$ cat src/rtl/mem_arb_pkg.sv
// Shared types and defaults for the data memory arbiter.
// The optional MEM_ARB_PERF_EN build adds performance counters in data_mem_arbiter.
package mem_arb_pkg;

    typedef enum logic [1:0] {
        IDLE   = 2'd0,
        ACCESS = 2'd1,
        RESP   = 2'd2
    } arb_state_t;

    localparam logic OWNER_CPU = 1'b0;
    localparam logic OWNER_AUX = 1'b1;

    localparam int DEF_ADDR_WIDTH   = 12;
    localparam int DEF_DATA_WIDTH   = 32;
    localparam int DEF_MEM_LATENCY  = 1;
    localparam int DEF_STARVE_LIMIT = 4;

    localparam int STARVE_W = 4;
    localparam int LAT_W    = 3;

endpackage

$ cat src/rtl/arb_starve_counter.sv
// Saturating count of cpu grants taken while aux was waiting.
module arb_starve_counter
    import mem_arb_pkg::*;
#(
    parameter int LIMIT = DEF_STARVE_LIMIT
) (
    input  logic clk,
    input  logic reset,
    input  logic inc,
    input  logic clr,
    output logic at_limit
);

    localparam logic [STARVE_W-1:0] LIMIT_V = STARVE_W'(LIMIT);

    logic [STARVE_W-1:0] count;

    always_ff @(posedge clk or negedge reset) begin
        if (!reset) begin
            count <= '0;
        end else if (clr) begin
            count <= '0;
        end else if (inc && (count != LIMIT_V)) begin
            count <= count + 1'b1;
        end
    end

    assign at_limit = (count == LIMIT_V);

endmodule

$ cat src/rtl/data_mem_arbiter.sv
// Single-port data memory arbiter between the MEM stage (cpu) and an aux master.
// Define MEM_ARB_PERF_EN to add stall-cycle and aux-grant performance counters.
module data_mem_arbiter
    import mem_arb_pkg::*;
#(
    parameter int ADDR_WIDTH   = DEF_ADDR_WIDTH,
    parameter int DATA_WIDTH   = DEF_DATA_WIDTH,
    parameter int MEM_LATENCY  = DEF_MEM_LATENCY,
    parameter int STARVE_LIMIT = DEF_STARVE_LIMIT
) (
    input  logic                  clk,
    input  logic                  reset,
    input  logic                  cpu_req,
    input  logic                  cpu_we,
    input  logic [ADDR_WIDTH-1:0] cpu_addr,
    input  logic [DATA_WIDTH-1:0] cpu_wdata,
    output logic [DATA_WIDTH-1:0] cpu_rdata,
    output logic                  cpu_stall,
    input  logic                  aux_req,
    input  logic                  aux_we,
    input  logic [ADDR_WIDTH-1:0] aux_addr,
    input  logic [DATA_WIDTH-1:0] aux_wdata,
    output logic [DATA_WIDTH-1:0] aux_rdata,
    output logic                  aux_ack,
    output logic                  mem_we,
    output logic                  mem_re,
    output logic [ADDR_WIDTH-3:0] mem_addr,
    output logic [DATA_WIDTH-1:0] mem_wdata,
    input  logic [DATA_WIDTH-1:0] mem_rdata,
`ifdef MEM_ARB_PERF_EN
    output logic [31:0]           perf_cpu_stall_cycles,
    output logic [15:0]           perf_aux_grants,
`endif
    output logic                  busy
);

    // Requests are level-held until completion: cpu until cpu_stall drops,
    // aux until aux_ack pulses. A granted access always runs to completion.

    localparam logic [LAT_W-1:0] LAT_LAST = LAT_W'(MEM_LATENCY - 1);

    arb_state_t       state;
    logic             owner;
    logic             lat_we;
    logic [LAT_W-1:0] lat_cnt;

    logic                  grant_cpu;
    logic                  grant_aux;
    logic                  sel_we;
    logic [ADDR_WIDTH-1:0] sel_addr;
    logic [DATA_WIDTH-1:0] sel_wdata;
    logic                  starve_at_limit;
    logic                  unused_addr_bits;

    assign grant_aux = (state == IDLE) && aux_req && (!cpu_req || starve_at_limit);
    assign grant_cpu = (state == IDLE) && cpu_req && !grant_aux;

    assign sel_we    = grant_aux ? aux_we    : cpu_we;
    assign sel_addr  = grant_aux ? aux_addr  : cpu_addr;
    assign sel_wdata = grant_aux ? aux_wdata : cpu_wdata;

    assign unused_addr_bits = ^{cpu_addr[1:0], aux_addr[1:0]};

    arb_starve_counter #(
        .LIMIT (STARVE_LIMIT)
    ) u_starve (
        .clk      (clk),
        .reset    (reset),
        .inc      (grant_cpu && aux_req),
        .clr      (grant_aux || (grant_cpu && !aux_req)),
        .at_limit (starve_at_limit)
    );

    always_ff @(posedge clk or negedge reset) begin
        if (!reset) begin
            state     <= IDLE;
            owner     <= OWNER_CPU;
            lat_we    <= 1'b0;
            lat_cnt   <= '0;
            mem_we    <= 1'b0;
            mem_re    <= 1'b0;
            mem_addr  <= '0;
            mem_wdata <= '0;
            cpu_rdata <= '0;
            aux_rdata <= '0;
            aux_ack   <= 1'b0;
        end else begin
            case (state)
                IDLE: begin
                    aux_ack <= 1'b0;
                    if (grant_cpu || grant_aux) begin
                        owner     <= grant_aux ? OWNER_AUX : OWNER_CPU;
                        lat_we    <= sel_we;
                        lat_cnt   <= '0;
                        mem_addr  <= sel_addr[ADDR_WIDTH-1:2];
                        mem_wdata <= sel_wdata;
                        mem_we    <= sel_we;
                        mem_re    <= !sel_we;
                        state     <= ACCESS;
                    end
                end
                ACCESS: begin
                    if (lat_we) begin
                        mem_we  <= 1'b0;
                        aux_ack <= (owner == OWNER_AUX);
                        state   <= RESP;
                    end else if (lat_cnt == LAT_LAST) begin
                        mem_re <= 1'b0;
                        if (owner == OWNER_AUX) begin
                            aux_rdata <= mem_rdata;
                        end else begin
                            cpu_rdata <= mem_rdata;
                        end
                        aux_ack <= (owner == OWNER_AUX);
                        state   <= RESP;
                    end else begin
                        lat_cnt <= lat_cnt + 1'b1;
                    end
                end
                RESP: begin
                    aux_ack <= 1'b0;
                    state   <= IDLE;
                end
                default: begin
                    aux_ack <= 1'b0;
                    mem_we  <= 1'b0;
                    mem_re  <= 1'b0;
                    state   <= IDLE;
                end
            endcase
        end
    end

    // Gated by reset so every output reads 0 while reset is held.
    assign cpu_stall = reset && cpu_req && !((state == RESP) && (owner == OWNER_CPU));
    assign busy      = (state != IDLE);

`ifdef MEM_ARB_PERF_EN
    always_ff @(posedge clk or negedge reset) begin
        if (!reset) begin
            perf_cpu_stall_cycles <= '0;
            perf_aux_grants       <= '0;
        end else begin
            if (cpu_stall) begin
                perf_cpu_stall_cycles <= perf_cpu_stall_cycles + 32'd1;
            end
            if (grant_aux) begin
                perf_aux_grants <= perf_aux_grants + 16'd1;
            end
        end
    end
`endif

endmodule
$ cat config.mk
export PLATFORM = sky130hd
export DESIGN_NAME = data_mem_arbiter
export DESIGN_NICKNAME = d
export VERILOG_FILES = /design/src/rtl/mem_arb_pkg.sv /design/src/rtl/arb_starve_counter.sv /design/src/rtl/data_mem_arbiter.sv
export SDC_FILE = /design/constraint.sdc
export NUM_CORES = 1
export LEC_CHECK = 0
export BUFFER_PORTS_ARGS = -buffer_cell sky130_fd_sc_hd__buf_2
export CAP_MARGIN = 0
export CORE_MARGIN = 10
export CORE_UTILIZATION = 46
export DETAILED_ROUTE_END_ITERATION = 8
export PLACE_DENSITY = 0.8
export REMOVE_ABC_BUFFERS = 1
export SLEW_MARGIN = 5
export SYNTH_ARGS = -nofsm -noshare
export SYNTH_HDL_FRONTEND = slang
export SYNTH_SLANG_ARGS = --single-unit
$ cat constraint.sdc
create_clock -name clk -period 2 [get_ports clk]
set_input_delay 0.1 -clock clk [delete_from_list [all_inputs] [get_ports clk]]
set_output_delay 0.1 -clock clk [all_outputs]
set_load 0.005 [all_outputs]
Word-level counts from Yosys, hierarchy flattened
Index checks and enable logic that the tools add are counted.
- equal/unequal tests: 10
- bitwise gates (word level): 3
- add/subtract/negate cells: 2
- muxes and demuxes: 24
- reductions and logical operators: 30
- operator list (kind ; number):
    32-bit two-way mux ; 1
    4-bit AND reduction ; 4
    12-bit two-way mux ; 1
    1-bit logical AND ; 10
    1-bit two-way mux ; 10
    3-bit two-way mux ; 3
    4-bit two-way mux ; 2
    2-bit inequality test, second input constant ; 4
    2-bit two-way mux ; 3
    1-bit one-hot mux with 3 select lines ; 2
    3-bit one-hot mux with 2 select lines ; 1
    2-bit nonzero test ; 3
    1-bit logical NOT ; 5
    4-bit by 1-bit adder with 4-bit output, second input constant ; 1
    4-bit by 3-bit equality test with 1-bit output, second input constant ; 1
    4-bit by 3-bit inequality test with 1-bit output, second input constant ; 1
    2-bit one-hot mux with 2 select lines ; 1
    2-bit AND reduction ; 2
    3-bit by 1-bit adder with 3-bit output, second input constant ; 1
    3-bit logical NOT ; 1
    1-bit logical OR ; 3
    3-bit inequality test, second input constant ; 1
    1-bit inverter ; 3
    3-bit AND reduction ; 1
    4 further kinds ; 4
- flip-flop bits (word level): 120
- output and inout port bits: 111

Depth between registers and ports, before layout
- depth in word-level cells: 9
- gate-level depth with buffers: 8
- depth with buffers taken out: 6

Cells and area by module
From an unflattened synthesis, not the netlist that was laid out.
- cells, all modules: 460
- area, all modules: 5322.6 sq um
- by module, submodules not included (module ; cells each ; times used ; area an instance (sq um) ; sequential area each (sq um)):
    data_mem_arbiter ; 436 ; 1 ; 5088.6 ; 2902.8
    arb_starve_counter ; 24 ; 1 ; 234.0 ; 100.1

Worst setup path after synthesis
No wires, ideal clock.
- path kind: reg-to-reg
- from: register u_starve.count[0]
- to: register mem_addr[0]
- library setup time: 0.124 ns
- arrival time: 1.673 ns
- slack: 0.204 ns
- stages on the path, launching flop included: 9
- path buffers: 2
- data required time: 1.876 ns
- cells stage by stage: dfrtp_1 > inv_1 > ha_1 > and3b_1 > a2111o_1 > buf_2 > buf_6 > o22ai_1 > a21oi_1
- word-level cells in the longest chain between the ends: 7
- elaborated cells on any way between the ends: 8
- RTL lines (element ; RTL line ; source):
    start, declared ; arb_starve_counter.sv:16 ; logic [STARVE_W-1:0] count;
    start signal, assigned ; arb_starve_counter.sv:24 ; count <= count + 1'b1;
    4-bit by 3-bit equality test with 1-bit output (*) ; arb_starve_counter.sv:28 ; assign at_limit = (count == LIMIT_V);
    1-bit logical OR (*) ; data_mem_arbiter.sv:55 ; assign grant_aux = (state == IDLE) && aux_req && (!cpu_req || starve_at_limit);
    1-bit logical AND (*) ; data_mem_arbiter.sv:55 ;
    1-bit logical NOT ; data_mem_arbiter.sv:56 ; assign grant_cpu = (state == IDLE) && cpu_req && !grant_aux;
    1-bit logical AND ; data_mem_arbiter.sv:56 ;
    1-bit logical OR ; data_mem_arbiter.sv:91 ; if (grant_cpu || grant_aux) begin
    2-bit AND reduction (no line) ; - ;
    end signal, assigned ; data_mem_arbiter.sv:95 ; mem_addr <= sel_addr[ADDR_WIDTH-1:2];
    end, declared ; data_mem_arbiter.sv:27 ; output logic [ADDR_WIDTH-3:0] mem_addr,
Mark *: on every way between the ends. The rest lies on a longest branch, timed or not.
A chain may end at the register's enable or synchronous reset.

Worst setup path after layout
- from: register u_starve.count[0]
- to: register mem_wdata[2]
- word-level cells in the longest chain between the ends: 7
- elaborated cells on any way between the ends: 8
- RTL lines (element ; RTL line ; source):
    4-bit by 3-bit equality test with 1-bit output (*) ; arb_starve_counter.sv:28 ;
    1-bit logical OR (*) ; data_mem_arbiter.sv:55 ;
    1-bit logical AND (*) ; data_mem_arbiter.sv:55 ;
    1-bit logical NOT ; data_mem_arbiter.sv:56 ;
    1-bit logical AND ; data_mem_arbiter.sv:56 ;
    1-bit logical OR ; data_mem_arbiter.sv:91 ;
    2-bit AND reduction (no line) ; - ;
    end signal, assigned ; data_mem_arbiter.sv:96 ; mem_wdata <= sel_wdata;
    end, declared ; data_mem_arbiter.sv:28 ; output logic [DATA_WIDTH-1:0] mem_wdata,
Marks and branches as above.

==> reports/metrics.yaml <==
setup_path:
  cp-start-kind: "flip-flop"
  rr_worst_depth: 7
  worst_path_max_delay_cell: "a2111o_1"
  setup.worst_path.class: "reg -> reg"
  crit_path_end_kind: "flip-flop"
  cp.required_ns: 2.37
  critPathMaxFanout: 40
  path_cells: "inv_1 -> ha_1 -> and3b_1 -> a2111o_1 -> buf_12 -> o22ai_1 -> a21oi_1"
  cp.arrival_ns: 2.31
  cpPeakStageDelay_ns: 0.44
global_route:
  grt_max_degree: 72
  antenna_found_initial: 4
  overflow: 0
  grt_pass1_vias: 5342
  grt_usage: 0.242
  grt_first_pass_wirelength_mm: 28.4
sta:
  timing.final.crit_share: 0.970
  relSlewSlack: 0.577
  fin_crit_ns: 1.94
  setup_violations: 0
  tightest_slew_ns: 0.634
  drv_slew: 0
  hold_viol: 0
  fin_skew_ns: 0.0110
  fmax_ghz: 0.515
  tns_ns: 0
  rsz0062_at_grt: "true"
  setup_slack_ns: 0.0599
clock_network:
  cts_root_buf: "clkbuf_8"
  clock_path_buffers: 2
  cts_tree: "done"
  cts_htree_levels: 4
  clkTransAtPathRegs_ns: 0.06
  cts.sinks: 120
  cts_buffers: 17
  clk_latency_ns: 0.52
placed_design:
  place.gp.congestion: 0.811
  dpl.hpwl_mm: 10.9
  numPortBuffers: 232
  post-place-ws_ns: 0.0428
floorplanning:
  ioPinCount: 237
  die_h_um: 124
  num_rows: 37
  die_area_um2: 15300
  chipWidth_um: 124
  start_util: 0.476
  core_um2: 10400
detailed_routing:
  antenna_left: 0
  via_count: 4840
  drtIter0Drc: 365
  route.detailed.drc: 0
  highest_layer: "met4"
  via_per_inst: 5.29
  route.met2.wl_mm: 10.3
  wl_met1_mm: 6.01
  first_pass_iters: 4
  post_drt_wl_per_cell_um: 20.5
  met3_length_mm: 1.38
  wl_mm: 18.8
synth:
  avgSynthCellArea_um2: 12.4
  synth_edf_count: 0
  yosys_warnings: 0
  synth-seq-cells: 120
  seq_area_frac_synth: 0.608
  synthCells: 397
  synthArstFlopShare: 1.00
  synth_top_flop_cell: "dfrtp_1"
  yosysUniqueCellTypes: 30
  syn_area_um2: 4940
worst_hold_path:
  min_path_type: "in -> async"
run:
  maxCapViolCount: 0
cells_and_area:
  drive_gt1_frac: 0.453
  syn_to_final_growth_pct: 64.6
  final_nets: 891
run_status:
  outcome: "finished clean"
power_and_ir_drop:
  switching_share: 0.334
  combinationalPowerShare: 0.367
  p_seq_frac: 0.371
  p_leak_nw: 3.96
  ir_worst_vdd_mv: 0.932
  power_density_nw_per_um2: 1440
  clkPwrFrac: 0.262
  intPower_w: 0.00777
  netSwitchingPower_w: 0.00390
-- cells by family (layout without fill, tap and decap cells) --
| logic type | after synthesis | count (layout) | synth area share |
|---|---|---|---|
| flip-flops | 120 | 120 | 0.608 |
| AO/OA/AOI/OAI | 104 | 104 | 0.125 |
| buffers and inverters | 71 | 448 | 0.0690 |
| multiplexers | 64 | 64 | 0.146 |
| AND/OR/NAND/NOR | 34 | 34 | 0.0413 |
| adder cells (fa/ha/maj) | 4 | 4 | 0.0101 |
| other | 0 | 5 | 0 |
-- flip-flops by register name, indices dropped and copies added, names as in the netlist --
name / cells
aux_ack: 1
mem_wdata: 32
owner: 1
mem_we: 1
lat_cnt: 3
aux_rdata: 32
state: 2
lat_we: 1
mem_addr: 10
u_starve.count: 4
cpu_rdata: 32
mem_re: 1
-- final timing paths --
path	from	end	slack, ns
min reg2reg	mem_re$_DFFE_PN0P_	mem_re$_DFFE_PN0P_	0.48
max reg2reg	u_starve.count[0]$_DFFE_PN0P_	mem_wdata[2]$_DFFE_PN0P_	0.06
min	reset	aux_rdata[29]$_DFFE_PN0P_	0.17
max	u_starve.count[0]$_DFFE_PN0P_	mem_wdata[2]$_DFFE_PN0P_	0.06
min in group clk	aux_wdata[4]	mem_wdata[4]$_DFFE_PN0P_	0.36
max in group asynchronous	reset	mem_wdata[8]$_DFFE_PN0P_	1.27
-- placed cells by master (no fill, tap or decap), types with 5 or more instances in the layout --
cell type / synthesis / layout
mux2_2: 64 / 64
o21ai_0: 5 / 5
o22ai_2: 0 / 5
dlygate4sd3_1: 0 / 121
diode_2: 0 / 5
o22ai_1: 44 / 39
dfrtp_1: 120 / 120
nand3_1: 7 / 7
nor2_1: 6 / 6
a21oi_1: 43 / 43
clkbuf_16: 0 / 16
buf_2: 14 / 231
buf_4: 1 / 11
clkbuf_8: 0 / 6
inv_1: 49 / 49
nand2_1: 9 / 9
-- layer usage --
| metal | vias to the layer above | global-route usage |
|---|---|---|
| li1 | 2135 | - |
| met1 | 2342 | 0.233 |
| met2 | 274 | 0.431 |
| met3 | 89 | 0.0738 |
| met4 | 0 | 0.175 |
| met5 | - | 0 |
-- critical path, delay by kind of cell, from the launching register on --
family | cells | cell delay [ns]
AOI/OAI and AO/OA | 3 | 0.70
adders and majority gates | 1 | 0.21
buffers and inverters | 2 | 0.27
DFF | 1 | 0.39
and+or+nand+nor | 1 | 0.21
-- timing repair --
item / in CTS / in global routing
endpoints found under the setup margin: 0 / 43
resized for setup: 0 / 5
hold buffers: 121 / 0
buffers inserted: 0 / 1
endpoints found under the hold margin: 231 / 0
-- power by group through the flow --
| stage | Sequential, W | Clock (W) | Combinational (W) |
|---|---|---|---|
| floorplan | 0.00433 | 0 | 0.00173 |
| global placement | 0.00418 | 0 | 0.00379 |
| detailed placement | 0.00425 | 0 | 0.00392 |
| CTS | 0.00425 | 0.00307 | 0.00413 |
| global route | 0.00445 | 0.00319 | 0.00464 |
| finish | 0.00433 | 0.00306 | 0.00428 |
-- layout make-up --
cell class,count,area [um2]
fill,611,2240
inverter,49,184
antenna,5,12.5
sequential,120,3000
clock buffer,22,483
clock inverter,10,118
tap,136,170
multi-input combinational,206,1630
timing repair buffer,367,2530
-- cells in the mapped netlist, types with 2 or more instances --
| master | count | area (um2) |
|---|---|---|
| ha_1 | 4 | 50.1 |
| nor2b_1 | 3 | 18.8 |
| a21oi_1 | 43 | 215 |
| nand2b_1 | 2 | 12.5 |
| a32o_1 | 3 | 30.0 |
| nand2_1 | 9 | 33.8 |
| nor2_1 | 6 | 22.5 |
| inv_1 | 49 | 184 |
| buf_6 | 7 | 78.8 |
| nand3_1 | 7 | 35.0 |
| buf_2 | 14 | 70.1 |
| o21a_1 | 2 | 15.0 |
| dfrtp_1 | 120 | 3000 |
| nor3b_4 | 2 | 37.5 |
| mux2_2 | 64 | 721 |
| o22ai_1 | 44 | 275 |
| o21ai_0 | 5 | 25.0 |
-- through the flow --
stage | hold slack [ns] | total power (W) | util | area (um2) | instances
4_1_cts | 0.186 | 0.0114 | 0.779 | 8080 | 909
3_5_place_dp | 0.173 | 0.00818 | 0.604 | 6260 | 756
2_1_floorplan | -0.196 | 0.00606 | - | 4780 | 375
5_1_grt | 0.185 | 0.0123 | 0.783 | 8120 | 914
3_3_place_gp | 0.164 | 0.00796 | 0.604 | 6260 | 756
6_report | 0.169 | 0.0117 | 0.784 | 8130 | 915
(Power assumes the default switching activity.)
